<file path="src/rtl/nco_sweep_ctrl.sv">
// Frequency-word sweep sequencer for the NCO phase accumulator.
// Optional build macro: NCO_SWEEP_TRIANGLE_EN (continuous up/down triangle sweep).
module nco_sweep_ctrl #(
    parameter int ACCUM_WIDTH = 32,
    parameter int DWELL_WIDTH = 16,
    parameter int CNT_WIDTH   = 16
) (
    input  logic                   clk_i,
    input  logic                   rst_n_i,
    input  logic                   cfg_valid_i,
    output logic                   cfg_ready_o,
    input  logic [ACCUM_WIDTH-1:0] cfg_start_i,
    input  logic [ACCUM_WIDTH-1:0] cfg_stop_i,
    input  logic [ACCUM_WIDTH-1:0] cfg_step_i,
    input  logic [DWELL_WIDTH-1:0] cfg_dwell_i,
    input  logic                   abort_i,
    output logic [ACCUM_WIDTH-1:0] freq_word_o,
    output logic                   busy_o,
    output logic                   done_o,
    output logic [CNT_WIDTH-1:0]   sweep_count_o
);

    // state | meaning
    // IDLE  | waiting for a descriptor, cfg_ready high
    // DWELL | holding an intermediate word, stepping toward stop on expiry
    // FINAL | holding the stop word for one last dwell period
    localparam logic [1:0] S_IDLE  = 2'd0;
    localparam logic [1:0] S_DWELL = 2'd1;
    localparam logic [1:0] S_FINAL = 2'd2;

    localparam logic [DWELL_WIDTH-1:0] DWELL_ONE = {{(DWELL_WIDTH-1){1'b0}}, 1'b1};
    localparam logic [CNT_WIDTH-1:0]   COUNT_ONE = {{(CNT_WIDTH-1){1'b0}}, 1'b1};

    logic [1:0]             state_q, state_d;
    logic [ACCUM_WIDTH-1:0] stop_q, stop_d;
    logic [ACCUM_WIDTH-1:0] step_q, step_d;
    logic [DWELL_WIDTH-1:0] dwell_q, dwell_d;
    logic [DWELL_WIDTH-1:0] cnt_q, cnt_d;
    logic [ACCUM_WIDTH-1:0] freq_q, freq_d;
    logic [CNT_WIDTH-1:0]   count_q, count_d;
    logic                   dir_up_q, dir_up_d;
    logic                   done_q, done_d;
`ifdef NCO_SWEEP_TRIANGLE_EN
    logic [ACCUM_WIDTH-1:0] start_q, start_d;
`endif

    logic [ACCUM_WIDTH:0]   step_sum;
    logic [ACCUM_WIDTH:0]   step_dif;
    logic                   up_hit;
    logic                   dn_hit;
    logic                   clamp;

    // The extra MSB catches accumulator carry/borrow so a step never wraps past stop.
    assign step_sum = {1'b0, freq_q} + {1'b0, step_q};
    assign step_dif = {1'b0, freq_q} - {1'b0, step_q};
    assign up_hit   = step_sum[ACCUM_WIDTH] || (step_sum[ACCUM_WIDTH-1:0] >= stop_q);
    assign dn_hit   = step_dif[ACCUM_WIDTH] || (step_dif[ACCUM_WIDTH-1:0] <= stop_q);
    assign clamp    = (step_q == '0) || (dir_up_q ? up_hit : dn_hit);

    always_comb begin
        state_d  = state_q;
        stop_d   = stop_q;
        step_d   = step_q;
        dwell_d  = dwell_q;
        cnt_d    = cnt_q;
        freq_d   = freq_q;
        count_d  = count_q;
        dir_up_d = dir_up_q;
        done_d   = 1'b0;
`ifdef NCO_SWEEP_TRIANGLE_EN
        start_d  = start_q;
`endif
        if (abort_i) begin
            state_d = S_IDLE;
        end else begin
            case (state_q)
                S_IDLE: begin
                    if (cfg_valid_i) begin
                        stop_d   = cfg_stop_i;
                        step_d   = cfg_step_i;
                        dwell_d  = cfg_dwell_i;
                        dir_up_d = (cfg_stop_i >= cfg_start_i);
                        freq_d   = cfg_start_i;
                        cnt_d    = cfg_dwell_i;
`ifdef NCO_SWEEP_TRIANGLE_EN
                        start_d  = cfg_start_i;
`endif
                        state_d  = (cfg_start_i == cfg_stop_i) ? S_FINAL : S_DWELL;
                    end
                end
                S_DWELL: begin
                    if (cnt_q == '0) begin
                        cnt_d = dwell_q;
                        if (clamp) begin
                            freq_d  = stop_q;
                            state_d = S_FINAL;
                        end else begin
                            freq_d = dir_up_q ? step_sum[ACCUM_WIDTH-1:0]
                                              : step_dif[ACCUM_WIDTH-1:0];
                        end
                    end else begin
                        cnt_d = cnt_q - DWELL_ONE;
                    end
                end
                S_FINAL: begin
                    if (cnt_q == '0) begin
                        count_d = count_q + COUNT_ONE;
`ifdef NCO_SWEEP_TRIANGLE_EN
                        // Reverse the leg; freq stays at the old stop, which is the new start.
                        start_d  = stop_q;
                        stop_d   = start_q;
                        dir_up_d = ~dir_up_q;
                        cnt_d    = dwell_q;
                        state_d  = S_DWELL;
`else
                        done_d   = 1'b1;
                        state_d  = S_IDLE;
`endif
                    end else begin
                        cnt_d = cnt_q - DWELL_ONE;
                    end
                end
                default: state_d = S_IDLE;
            endcase
        end
    end

    always_ff @(posedge clk_i or negedge rst_n_i) begin
        if (!rst_n_i) begin
            state_q  <= S_IDLE;
            stop_q   <= '0;
            step_q   <= '0;
            dwell_q  <= '0;
            cnt_q    <= '0;
            freq_q   <= '0;
            count_q  <= '0;
            dir_up_q <= 1'b0;
            done_q   <= 1'b0;
`ifdef NCO_SWEEP_TRIANGLE_EN
            start_q  <= '0;
`endif
        end else begin
            state_q  <= state_d;
            stop_q   <= stop_d;
            step_q   <= step_d;
            dwell_q  <= dwell_d;
            cnt_q    <= cnt_d;
            freq_q   <= freq_d;
            count_q  <= count_d;
            dir_up_q <= dir_up_d;
            done_q   <= done_d;
`ifdef NCO_SWEEP_TRIANGLE_EN
            start_q  <= start_d;
`endif
        end
    end

    assign cfg_ready_o   = (state_q == S_IDLE);
    assign busy_o        = (state_q != S_IDLE);
    assign done_o        = done_q;
    assign freq_word_o   = freq_q;
    assign sweep_count_o = count_q;

endmodule

</file>
<file path="config.mk">
export PLATFORM = sky130hd
export DESIGN_NAME = nco_sweep_ctrl
export DESIGN_NICKNAME = d
export VERILOG_FILES = /design/src/rtl/nco_sweep_ctrl.sv
export SDC_FILE = /design/constraint.sdc
export NUM_CORES = 1
export LEC_CHECK = 0
export CAP_MARGIN = 20
export CORE_UTILIZATION = 30
export CTS_BUF_LIST = sky130_fd_sc_hd__clkbuf_16
export DETAILED_ROUTE_END_ITERATION = 16
export PLACE_DENSITY = 0.52
export SETUP_SLACK_MARGIN = 0.5
export SYNTH_ARGS = -nofsm -noshare
export SYNTH_HDL_FRONTEND = slang
export SYNTH_SLANG_ARGS = --single-unit
export TNS_END_PERCENT = 100
</file>
<file path="constraint.sdc">
create_clock -name clk_i -period 13.5 [get_ports clk_i]
set_clock_uncertainty 0.05 [all_clocks]
set_input_delay 4.05 -clock clk_i [delete_from_list [all_inputs] [get_ports clk_i]]
set_output_delay 4.05 -clock clk_i [all_outputs]
set_load 0.01 [all_outputs]
</file>
==> results.cfg, run 1 <==
[cts]
cts_buffer_depth = 2
cts_tree = yes
cts.clk_slew.worst_paths_ns = 0.07
cts_setup_buffers = 0
clock_sinks = 148
cts_resized = 0
clkLatencyLatePin_ns = 0.48
cts_max_level = 4
numCtsBuffers = 17
cts_root_buffer = clkbuf_16
cts-hold-fix-buffers = 0

[outcome]
status = finished, final reports clean

[sta]
fmax_mhz = 142
finalSetupViolCount = 0
hold_slack_ns = 0.431
finalHoldViolCount = 0
max_slew_margin_pct = 21.4
period_share_pct = 52.2
rsz0062_at_grt = false
final_max_slew_viol_count = 0
worst_pin_slew_ns = 1.18
tns_ns = 0
period_needed_ns = 7.05

[drt]
antenna_left = 0
via_count = 12648
drt-wirelength-per-cell_microns = 22.2
via_per_inst = 5.48
drtPass1Iterations = 5
drc_errors = 0
drt-total-wl_mm = 51.4
drt_iter0_drc = 1131

[finish]
area_growth_syn_to_layout_pct = 21.6
drive_gt1_share_pct = 9.90
fillers = 4561
final_area_sq_um = 16300
multi_input_area_sq_um = 8910
fin_nets = 1988
finalNonFillerCells = 2310
register_area_sq_um = 3700

[synth]
synth-seq-area-share_pct = 27.6
synth-xor-area-share_pct = 6.07
synth_edf_count = 0
synth_ff_type = dfrtp_1
synth_nets = 1857
synth_top_area_share_pct = 27.6
synthMuxAreaShare_pct = 7.87
synth-simple-area-share_pct = 15.9
synth_top_family_by_area = compound AO/OA/AOI/OAI gates
yosysUniqueCellTypes = 74
synth_seq_cells = 148
yosysWarnings = 0
synth_most_common_cell = ha_1
syn_avg_cell_area_sq_um = 8.53
synth_fa_ha_area_share_pct = 15.8
synth.area.top_cells = dfrtp_1, ha_1, mux2_2
synthCells = 1573
yosysTopAreaCell = dfrtp_1
syn_area_sq_um = 13400
synth_compound_area_share_pct = 20.7
async_flop_share_pct = 100
yosys-top-cells-count = ha_1, dfrtp_1, inv_1, a21oi_1, nand2_1

[grt]
antenna_found_initial = 7
grt_use_total_pct = 23.0
grt_pass1_vias = 12346
gr-total-overflow = 0
grt_max_degree = 78
grt_pass1_wl_mm = 77.8

[worst_setup_path]
rrSetupSlack_ns = 6.57
critPathLaunchType = input port
crit_path_max_fanout = 29
regToRegEndpoint = freq_word_o[29]
timing.rr.start = step_q[14]
crit_path_start = cfg_valid_i
critical_path_class = in -> reg
cp.required_ns = 13.82
endpoint = freq_word_o[29]
cp.arrival_ns = 7.37
reg2reg_depth = 19
end_kind = flop

[place]
place_area_sq_um = 15700
dpl.cell_count = 2275
hpwl_mm = 39.9
port_buffers = 166
gp_congestion = 0.978

[run]
cap_viol_max_count = 0

[die]
num_rows = 77
die_width_microns = 214
initial_utilization_pct = 30.4
ios = 167
core_sq_um = 44200
dieHeight_microns = 214
design.die.area_sq_um = 45600

[hold_path]
hold_path_class = reg -> reg
[cell usage in the layout, fill, tap and decap left out, drive strengths merged, types with 6 or more instances in the layout]
| cell | n |
|---|---|
| xor2 | 20 |
| mux2 | 84 |
| nand2b | 18 |
| buf | 21 |
| nor3 | 54 |
| o22ai | 7 |
| and4 | 6 |
| dfrtp | 148 |
| o21a | 14 |
| o41ai | 6 |
| ha | 166 |
| a211oi | 10 |
| inv | 140 |
| clkinv | 6 |
| xnor2 | 73 |
| a311o | 6 |
| nor2 | 93 |
| a21bo | 7 |
| o211ai | 26 |
| and3 | 6 |
| nor2b | 15 |
| a31oi | 15 |
| nand3b | 7 |
| or2 | 9 |
| nand4 | 30 |
| a21o | 21 |
| clkdlybuf4s50 | 165 |
| nand2 | 105 |
| a221oi | 13 |
| nor4 | 30 |
| o31ai | 8 |
| nand3 | 34 |
| mux2i | 11 |
| or3 | 6 |
| o21ai | 104 |
| a21oi | 129 |
| clkbuf | 17 |
| a211o | 6 |
| o21bai | 8 |
[logic make-up (layout without fill, tap and decap cells)]
group,after synthesis,in the layout
xor gates and xnor gates,93,93
AOI/OAI and AO/OA,432,432
buffers and inverters,211,355
other,0,1
DFF,148,148
adders and majority gates,168,168
and+or+nand+nor,426,426
muxes,95,95
[cell type report]
type | count | area share [%]
Antenna cell | 1 | 0.0153
Clock buffer | 17 | 2.61
Clock inverter | 15 | 1.10
Inverter | 137 | 3.15
Multi-Input combinational cell | 1214 | 54.6
Sequential cell | 148 | 22.7
Tap cell | 592 | 4.54
Timing Repair Buffer | 186 | 11.3
[through the flow]
stage                     util [%]  worst slack (ns)
after floorplan                  -              7.66
after global placement        35.4              5.98
after detailed placement      35.5              6.03
after CTS                     36.8              6.53
after global routing          36.9              6.17
final                         36.9              6.45
[sequential cells by signal, indices dropped and copies added (netlist names)]
register / cells
dir_up_q: 1
stop_q: 32
freq_word_o: 32
sweep_count_o: 16
cnt_q: 16
dwell_q: 16
done_o: 1
step_q: 32
state_q: 2
[routing by layer]
layer  routed length (microns)  track usage (%)  vias up
met1                     23400             31.2     6166
met5                        64                0        -
met4                      1500             8.77       10
li1                          -                -     5955
met3                      3730             5.48       83
met2                     22700             35.3      434
[critical path, cell delays in order]
cell and delay (ns):
clkdlybuf4s50_1 0.54, nand2b_1 0.13, nor2b_1 0.21, o21ai_2 0.36
a21o_1 0.28, buf_4 0.28, nor2_2 0.83, nand2_1 0.27
o41ai_1 0.42
[how the worst min path moves through the flow]
stage / slack, ns / end / depth (start not counted) / start
2_1_floorplan: 0.42 / cnt_q[5] / 2 / cnt_q[5]
3_5_place_dp: 0.42 / sweep_count_o[15] / 1 / sweep_count_o[15]
6_report: 0.43 / sweep_count_o[15] / 1 / sweep_count_o[15]
4_1_cts: 0.43 / sweep_count_o[15] / 1 / sweep_count_o[15]
5_1_grt: 0.46 / sweep_count_o[15] / 1 / sweep_count_o[15]
3_3_place_gp: 0.42 / sweep_count_o[15] / 1 / sweep_count_o[15]
Power of run 1 is not shown: default switching activity piles up to over one toggle a cycle in this logic, so the estimate is an artifact.
==> inputs of run 2 (changes only) <==
Settings changed: PLACE_DENSITY 0.52 to 0.54.
Clock period 13.5 ns to 5.8 ns, I/O delays scaled along.
==> results.cfg, run 2 (synthesis results as in run 1) <==
[outcome]
status = finished, final reports clean

[cts]
numCtsBuffers = 17
cts.clk_slew.worst_paths_ns = 0.07
cts_root_buffer = clkbuf_16
cts_max_level = 4
cts-hold-fix-buffers = 0
clkLatencyLatePin_ns = 0.49
cts_buffer_depth = 2
clock_sinks = 148
cts_tree = yes

[hold_path]
hold_path_class = reg -> reg

[drt]
drt-total-wl_mm = 52.6
drtPass1Iterations = 5
via_count = 13077
via_per_inst = 5.43
antenna_left = 0
drc_errors = 0
drt_iter0_drc = 977
drt-wirelength-per-cell_microns = 21.8

[finish]
fillers = 4460
drive_gt1_share_pct = 20.0
final_cell_mix = clkdlybuf4s50_1, ha_1, dfrtp_1, inv_1, a21oi_1
final_common_cell = clkdlybuf4s50_1
area_growth_syn_to_layout_pct = 32.5
fin_util_pct = 40.2
fin_nets = 2088

[place]
pre_cts_ws_ns = 0.0563
gp_congestion = 0.964
port_buffers = 166
hpwl_mm = 40.9

[grt]
gr-total-overflow = 0
grt_pass1_wl_mm = 79.0
grt_pass1_vias = 13060
grt_max_degree = 77
antenna_found_initial = 5
grt_use_total_pct = 23.4

[sta]
finalHoldViolCount = 0
max_slew_margin_pct = 27.8
setup_slack_ns = 0.495
fmax_mhz = 189
tns_ns = 0
final_max_slew_viol_count = 0
worst_pin_slew_ns = 1.08
period_share_pct = 91.5
hold_slack_ns = 0.434
finalSetupViolCount = 0
period_needed_ns = 5.30
rsz0062_at_grt = true

[worst_setup_path]
cp.required_ns = 6.16
critical_path_class = reg -> reg
critPathLaunchType = flop
crit_path_max_fanout = 5
end_kind = flop
cp.arrival_ns = 5.67
rrSetupSlack_ns = 0.50

[die]
num_rows = 77
design.die.area_sq_um = 45600
initial_utilization_pct = 30.4
die_width_microns = 214
core_sq_um = 44200
ios = 167
dieHeight_microns = 214

[run]
cap_viol_max_count = 0
## run 2: metrics by stage
stage          instance area [sq um]  instances
2_1_floorplan                  13400       1573
3_3_place_gp                   16200       2341
3_5_place_dp                   16200       2342
4_1_cts                        17200       2391
5_1_grt                        17800       2408
6_report                       17800       2410
## run 2: metal layers
metal  wire (microns)  track usage [%]  share of wire, %  vias up
li1                 -                -                 -     6170
met1            23800             31.4                45     6373
met2            23500             36.1                45      440
met3             3570             5.02               6.8       88
met4             1690             10.5               3.2        6
met5               45                0             0.086        -
## run 2: area by class of cell
class	count	area, sq um	area share (%)
diodes	2	5.00	0.0281
clock buffers	17	425	2.39
clock inverters	14	160	0.900
inverters	137	514	2.89
multi-input cells	1214	9570	53.8
flip-flops and latches	148	3710	20.9
well taps	592	741	4.16
repair buffers	286	2670	15.0
## run 2: worst paths after layout
check | from | end | cells after the start
worst max-delay path | freq_word_o[0] | freq_word_o[18] | 25
worst min-delay path | sweep_count_o[15] | sweep_count_o[15] | 1
worst max register to register | freq_word_o[0] | freq_word_o[18] | 25
worst min register to register | sweep_count_o[15] | sweep_count_o[15] | 1
max in group asynchronous | rst_n_i | step_q[1] | 2
min in group asynchronous | rst_n_i | sweep_count_o[7] | 1
## run 2: repair_timing
item	4_1_cts	5_1_grt
endpoints found under the hold margin	0	0
gates resized for setup	63	98
setup buffers	18	13
endpoints found under the setup margin	34	34
cloned	0	2
pin swaps	26	58
## run 2: worst max-delay path: stages (launching register included)
cell and delay [ns]:
dfrtp_2 0.44, inv_2 0.10, ha_4 0.15, inv_1 0.06, fa_2 0.42, a211oi_4 0.24, o211ai_1 0.23, a211oi_2 0.26
buf_4 0.16, a21o_1 0.18, a21o_1 0.28, buf_4 0.20, xnor2_1 0.18, ha_1 0.29, nand4_1 0.17, nor4_2 0.07
buf_4 0.14, o41a_1 0.14, o41ai_2 0.38, a21oi_2 0.12, or2_4 0.28, buf_6 0.13, buf_6 0.12, buf_4 0.13
a31o_4 0.21, o21ai_1 0.10
Power of run 2 is left out for the same reason.
